--- src/rtl/layer3_feature_streamer.sv ---
// Replays a filled feature BRAM PASSES times as an AXI-Stream, then releases the buffer.
// BRAM reads are throttled so the output register plus skid can always absorb in-flight words.
module layer3_feature_streamer #(
    parameter int DATA_W = 128,
    parameter int ADDR_W = 7,
    parameter int NWORDS = 128,
    parameter int PASSES = 16
) (
    input  logic              ap_clk,
    input  logic              ap_rst,
    input  logic              full_flag,
    input  logic              full_flag_ap_vld,
    output logic              full_flag_ap_ack,
    output logic [ADDR_W-1:0] f_Data_address0,
    output logic              f_Data_ce0,
    input  logic [DATA_W-1:0] f_Data_q0,
    output logic [DATA_W-1:0] a_Data_TDATA,
    output logic              a_Data_TVALID,
    input  logic              a_Data_TREADY,
    output logic              busy,
    output logic [1:0]        dbg_state_o
);

    typedef enum logic [1:0] {
        IDLE    = 2'd0,
        STREAM  = 2'd1,
        RELEASE = 2'd2
    } state_t;

    localparam logic [ADDR_W-1:0] LAST_ADDR = ADDR_W'(NWORDS - 1);
    localparam logic [8:0]        LAST_PASS = 9'(PASSES - 1);

    state_t              state_q, state_d;
    logic [ADDR_W-1:0]   addr_q, addr_d;
    logic [ADDR_W-1:0]   last_addr_q, last_addr_d;
    logic [8:0]          pass_q, pass_d;
    logic                issued_all_q, issued_all_d;
    logic                rd_pend_q;
    logic                out_v_q, out_v_d;
    logic [DATA_W-1:0]   out_data_q, out_data_d;
    logic                skid_v_q, skid_v_d;
    logic [DATA_W-1:0]   skid_data_q, skid_data_d;
    logic [1:0]          occ;
    logic                pop, issue, accept, last_xfer;

    // Stream handshake: a word moves on any cycle with TVALID=1 and TREADY=1; while
    // TVALID=1 and TREADY=0 the head word (and TDATA) stays put. A word landing from the
    // BRAM is presented directly when the output register is empty, otherwise it queues.
    assign a_Data_TVALID = out_v_q | rd_pend_q;
    assign a_Data_TDATA  = out_v_q ? out_data_q : f_Data_q0;
    assign pop           = a_Data_TVALID & a_Data_TREADY;

    assign occ       = {1'b0, out_v_q} + {1'b0, skid_v_q} + {1'b0, rd_pend_q};
    assign issue     = (state_q == STREAM) && !issued_all_q && ((occ - {1'b0, pop}) <= 2'd1);
    assign last_xfer = issued_all_q && pop && (occ == 2'd1);
    assign accept    = (state_q == IDLE) && full_flag_ap_vld && full_flag;

    assign f_Data_ce0       = issue;
    assign f_Data_address0  = issue ? addr_q : last_addr_q;
    assign full_flag_ap_ack = (state_q == RELEASE);
    assign busy             = (state_q != IDLE);
    assign dbg_state_o      = state_q;

    always_comb begin
        state_d      = state_q;
        addr_d       = addr_q;
        last_addr_d  = last_addr_q;
        pass_d       = pass_q;
        issued_all_d = issued_all_q;
        case (state_q)
            IDLE: begin
                if (accept) begin
                    state_d      = STREAM;
                    addr_d       = '0;
                    pass_d       = '0;
                    issued_all_d = 1'b0;
                end
            end
            STREAM: begin
                if (issue) begin
                    last_addr_d = addr_q;
                    if (addr_q == LAST_ADDR) begin
                        addr_d = '0;
                        pass_d = pass_q + 9'd1;
                        if (pass_q == LAST_PASS) begin
                            issued_all_d = 1'b1;
                        end
                    end else begin
                        addr_d = addr_q + 1'b1;
                    end
                end
                if (last_xfer) begin
                    state_d = RELEASE;
                end
            end
            RELEASE: state_d = IDLE;
            default: state_d = IDLE;
        endcase
    end

    // Occupancy is capped at two, so skid and an in-flight word never coexist with a full head.
    always_comb begin
        out_v_d     = out_v_q;
        out_data_d  = out_data_q;
        skid_v_d    = skid_v_q;
        skid_data_d = skid_data_q;
        if (pop) begin
            if (out_v_q) begin
                if (skid_v_q) begin
                    out_data_d = skid_data_q;
                    skid_v_d   = 1'b0;
                end else begin
                    out_v_d    = rd_pend_q;
                    out_data_d = f_Data_q0;
                end
            end else begin
                out_v_d = 1'b0;
            end
        end else if (rd_pend_q) begin
            if (out_v_q) begin
                skid_v_d    = 1'b1;
                skid_data_d = f_Data_q0;
            end else begin
                out_v_d    = 1'b1;
                out_data_d = f_Data_q0;
            end
        end
    end

    always_ff @(posedge ap_clk) begin
        if (ap_rst) begin
            state_q      <= IDLE;
            addr_q       <= '0;
            last_addr_q  <= '0;
            pass_q       <= '0;
            issued_all_q <= 1'b0;
            rd_pend_q    <= 1'b0;
            out_v_q      <= 1'b0;
            out_data_q   <= '0;
            skid_v_q     <= 1'b0;
            skid_data_q  <= '0;
        end else begin
            state_q      <= state_d;
            addr_q       <= addr_d;
            last_addr_q  <= last_addr_d;
            pass_q       <= pass_d;
            issued_all_q <= issued_all_d;
            rd_pend_q    <= f_Data_ce0;
            out_v_q      <= out_v_d;
            out_data_q   <= out_data_d;
            skid_v_q     <= skid_v_d;
            skid_data_q  <= skid_data_d;
        end
    end

endmodule

--- config.mk ---
export PLATFORM = sky130hd
export DESIGN_NAME = layer3_feature_streamer
export DESIGN_NICKNAME = d
export VERILOG_FILES = /design/src/rtl/layer3_feature_streamer.sv
export SDC_FILE = /design/constraint.sdc
export NUM_CORES = 1
export LEC_CHECK = 0
export ABC_AREA = 0
export BUFFER_PORTS_ARGS = -buffer_cell sky130_fd_sc_hd__buf_4
export CAP_MARGIN = 20
export CORE_ASPECT_RATIO = 0.7
export CORE_UTILIZATION = 40
export DETAILED_ROUTE_END_ITERATION = 8
export GPL_TIMING_DRIVEN = 0
export PLACE_DENSITY = 0.61
export SLEW_MARGIN = 20
export SYNTH_ARGS = -nofsm -noshare
export SYNTH_HDL_FRONTEND = slang
export SYNTH_SLANG_ARGS = --single-unit
--- constraint.sdc ---
create_clock -name ap_clk -period 11.7 [get_ports ap_clk]
set_clock_uncertainty 0.2 [all_clocks]
set_input_delay 2.34 -clock ap_clk [delete_from_list [all_inputs] [get_ports ap_clk]]
set_output_delay 2.34 -clock ap_clk [all_outputs]
set_load 0.005 [all_outputs]
# == Yosys cells after proc, flatten, opt, wreduce, memory -nomap -nowiden ==
# Cells that the tools add are included.
# word_totals
wordCells,78
output_inout_bits,141
register_bits,285
# op_classes
n_bitwise,3
eq_ne,11
n_reduce_logical,18
magnitude_cmp,1
n_addsub,5
n_mux,30
# ops
op,n
$mux W128,5
$mux W7,4
$mux W9,3
$pmux W9 S2,1
$pmux W7 S2,1
$mux W1,12
$add A9 B1 Y9 const B,1
$eq A9 B4 Y1 const B,1
$ne A2 B2 Y1 const B,4
$add A7 B1 Y7 const B,1
$eq A7 B7 Y1 const B,1
$logic_and A1 B1 Y1,6
$reduce_and A2 Y1,3
$reduce_and A3 Y1,2
$reduce_bool A2 Y1,3
$reduce_and A5 Y1,1
$eq A2 B1 Y1 const B,2
$mux W2,2
$ne A2 B1 Y1 const B,2
$pmux W2 S2,1
$reduce_and A4 Y1,1
$add A1 B1 Y2,1
$add A2 B1 Y2,1
$eq A2 B2 Y1 const B,1
8 further kinds,8

# == Logic depth before layout (Yosys ltp) ==
# logic_depth
word_depth,7
ltp_mapped,15
ltp_nobuf,10

# == Worst setup path after synthesis ==
# Ideal clock, no wire load.
# synth_timing
path_type,input-to-output
start,in a_Data_TREADY
end,out f_Data_address0[0]
path_buffers,1
slack_ps,5235
required_time_ps,9160
arrival_ps,3925
cell_stages,8
path_cell_list,nand2b_1 inv_2 clkbuf_1 ha_1 xnor2_1 or2_2 inv_2 mux2_2
# synth_between
elab_chain_len,5
# synth_lines
element,line_no,rtl
start: declaration,19,"input logic a_Data_TREADY,"
$and A1 B1 Y1,51,assign pop = a_Data_TVALID & a_Data_TREADY;
$sub A2 B1 Y2,54,"assign issue = (state_q == STREAM) && !issued_all_q && ((occ - {1'b0, pop}) <= 2'd1);"
$le A2 B1 Y1,54,
$logic_and A1 B1 Y1,54,
via f_Data_ce0,15,"output logic f_Data_ce0,"
$mux W7,-,
end: declaration,14,"output logic [ADDR_W-1:0] f_Data_address0,"
# The timed path passes the listed nets, and every way through them passes these cells.

# == Final worst setup path ==
# layout_timing
start,reg out_v_q
end,out f_Data_address0[3]
# layout_between
elab_chain_len,6
# layout_lines
element,line_no,rtl
start: declaration,39,"logic out_v_q, out_v_d;"
start signal: assignment,149,out_v_q <= out_v_d;
$add A1 B1 Y2 / $or A1 B1 Y1 (equally long branches),"53, 49",
$add A2 B1 Y2 / $and A1 B1 Y1 (equally long branches),"53, 51",
$sub A2 B1 Y2 *,54,
$le A2 B1 Y1 *,54,
$logic_and A1 B1 Y1 *,54,
$mux W7 *,-,
# Mark *: on every way between the ends. The rest lies on a longest branch, timed or not.

==> flow_metrics.tcl <==
set metrics [dict create \
    cts_setup_buffers 0 \
    vias 13333 \
    crit_arrival_ns 5.16 \
    gp_congestion 0.858 \
    totalWireLength_mm 44.7 \
    cts_buffers 30 \
    min_from "out_data_q[103]" \
    ys_ff_latch 285 \
    setup_total_negative_slack_ns 0 \
    synth_area_um2 14000 \
    status "finished clean" \
    ys_seq_area_share_pct 40.7 \
    die_w_um 226 \
    path_clk_slew_ns 0.06 \
    initial_core_util_pct 41.3 \
    post_drt_via_cell_ratio 5.32 \
    synth_top_family_by_area "multiplexers" \
    utilization_pct 51.9 \
    clock-sinks 285 \
    worstMarginPinSlew_ns 1.06 \
    synth_xor_area_share_pct 0.187 \
    period_needed_ns 7.70 \
    crit_start "out_v_q" \
    io_pins 274 \
    synth.net_count 1850 \
    cp-start-kind "flip-flop" \
    cpPeakStageDelay_ns 0.79 \
    hold_buffers 0 \
    post_cts_resized 0 \
    synth.mux.area_fraction_pct 20.1 \
    maxCapViolations 0 \
    cp_max_fo 10 \
    synth_cell_types 42 \
    syn_area_per_cell_um2 8.20 \
    cpMostUsedCell "clkbuf_1" \
    hold_path_class "reg -> reg" \
    netlist_instances 1711 \
    core_um2 34000 \
    wire_per_inst_um 17.8 \
    final_nets 2154 \
    path_cells "clkbuf_1, clkbuf_1, buf_2, inv_1, ha_1, nand2b_1, inv_2, clkbuf_1, ha_1, xnor2_1, or2_2, inv_2, mux2_2, buf_4" \
    synthSimpleGateAreaFrac_pct 16.5 \
    cts_max_level 1 \
    cpMaxStageDelayCell "clkbuf_1" \
    clk_latency_ns 0.56 \
    rsz0062_at_grt "no" \
    track_usage_pct 24.3 \
    fill_cells 3281 \
    hold_viol 0 \
    drtPass1Iterations 5 \
    area_delta_synth_final_pct 25.7 \
    synth_compound_area_share_pct 17.6 \
    ys_async_sr_fraction_pct 0 \
    endpoint_kind "output port" \
    finalCritPeriodShare_pct 65.8 \
    yosys_warnings 0 \
    portBuffers 272 \
    synth_area_leader_cell "dfxtp_1" \
    fmax_mhz 130 \
    ant_nets 0 \
    ys.flop_type "dfxtp_1" \
    power.density_nw_per_um2 129 \
    clockBufferDepth 3 \
    power.total_w 0.00228 \
    crit_required_ns 9.16 \
    drc 0 \
    drive_above_1_share_pct 23.6 \
    drt_iter0_drc 784 \
    ys_top_cells_by_area "dfxtp_1, nand2_1, mux2_2, a21oi_1, mux2i_1" \
    leakage_nw 5.93 \
    hpwl_mm 32.0 \
    cts_tree "yes" \
    synthAdderAreaFrac_pct 0.589 \
    num_rows 56 \
    crit_type "reg -> out" \
    cts-root-buf "clkbuf_16" \
    synth-edff-count 0 \
    maxSlewHeadroom_pct 29.0 \
    grt_max_degree 15 \
    slew_violations 0 \
    reg2reg_from "out_v_q" \
    vdd_drop_max_uv 75.1 \
    r2r_setup_slack_ns 6.62 \
    grt_pass1_wl_mm 68.5 \
    synth_top_area_share_pct 40.7 \
    overflow 0 \
    antenna_found_initial 6 \
    grt_pass1_vias 12304 \
    setup_violations 0 \
    fp.dieH_um 159 \
    die-area_um2 35800 \
]
## power breakdown
part	internal, W	switching, W	total, W
logic	0.000144	0.000172	0.000317
registers	0.000991	0.00000996	0.00100
clock network	0.000559	0.000405	0.000963
total	0.00169	0.000587	0.00228
## final timing paths
| check | depth (start not counted) | end |
|---|---|---|
| worst max-delay path | 14 | f_Data_address0[3] |
| worst min-delay path | 2 | out_data_q[103] |
| worst max register to register | 15 | addr_q[6] |
| worst min register to register | 2 | out_data_q[103] |
## critical path, delay by kind of cell, from the launching register on
kind / cells / cell delay, ns
xor gates and xnor gates: 1 / 0.12
and+or+nand+nor: 2 / 0.56
buffers and inverters: 8 / 2.71
muxes: 1 / 0.38
DFF: 1 / 0.33
adders and majority gates: 2 / 0.48
## through the flow
stage	cell area, µm²	cells	hold WS (ns)	worst slack [ns]
after detailed placement	16600	2447	0.241	4.57
after global placement	16600	2447	0.234	4.58
after floorplan	14000	1711	0.228	5.24
final	17600	2505	0.248	4.00
after CTS	17600	2501	0.248	3.93
after global routing	17600	2503	0.261	3.77
## layer usage
metal  vias up  part of all wire, %  track usage, %
li1       6550                    -               -
met1      6356                   48            35.3
met2       362                   43            36.5
met3        61                  6.6            4.43
met4         4                  2.3            6.84
met5         -                0.040               0
## state kept, by name, indices dropped and copies added (netlist names)
| register | cells |
|---|---|
| last_addr_q | 7 |
| skid_data_q | 128 |
| rd_pend_q | 1 |
| skid_v_q | 1 |
| dbg_state_o | 2 |
| addr_q | 7 |
| pass_q | 9 |
| out_data_q | 128 |
| out_v_q | 1 |
| issued_all_q | 1 |
## cell usage in the layout, fill, tap and decap left out, types with 6 or more instances in the layout
cell type  instances
dfxtp_1          285
a21oi_1          269
buf_2             18
mux2_2           135
nand3_1            8
mux2i_1          130
nor2b_1            8
buf_4            272
o211ai_1         128
nor2_1             6
clkinv_2           7
nand2_1          521
clkbuf_16         31
or4_1              8
clkbuf_1         132
buf_1              6
## cells by family after synthesis
kind of cell	after synthesis
muxes	265
adders and majority gates	6
AOI/OAI and AO/OA	419
and+or+nand+nor	577
buffers and inverters	156
DFF	285
xor gates and xnor gates	3
## synth_stat cells (2+ instances only)
cell and count:
or3_1 3, mux2_2 135, o21ai_0 4, a211oi_1 3, nand2_1 521, or2_2 4, dfxtp_1 285, nand3_1 8
inv_1 5, xnor2_1 3, a31oi_1 4, clkbuf_1 124, buf_2 18, nor3_1 2, nand4b_1 2, buf_1 6
inv_2 2, o31ai_1 5, nand4_1 5, mux2i_1 130, or4_1 8, nand2b_1 2, nor2_1 6, a21oi_1 269
ha_1 5, and2_1 2, o211ai_1 128, nor2b_1 8
## cell type report
| cell class | count | area [µm²] | area share [%] |
|---|---|---|---|
| clock buffers | 44 | 875 | 4.96 |
| multi-input cells | 1270 | 7700 | 43.7 |
| inverters | 7 | 26.3 | 0.149 |
| repair buffers | 272 | 2040 | 11.6 |
| flip-flops and latches | 285 | 5710 | 32.4 |
| clock inverters | 10 | 104 | 0.589 |
| diodes | 4 | 10.0 | 0.0568 |
| well taps | 464 | 581 | 3.29 |
| plain buffers | 149 | 589 | 3.34 |
No activity file was read; power rests on OpenSTA's default activity.
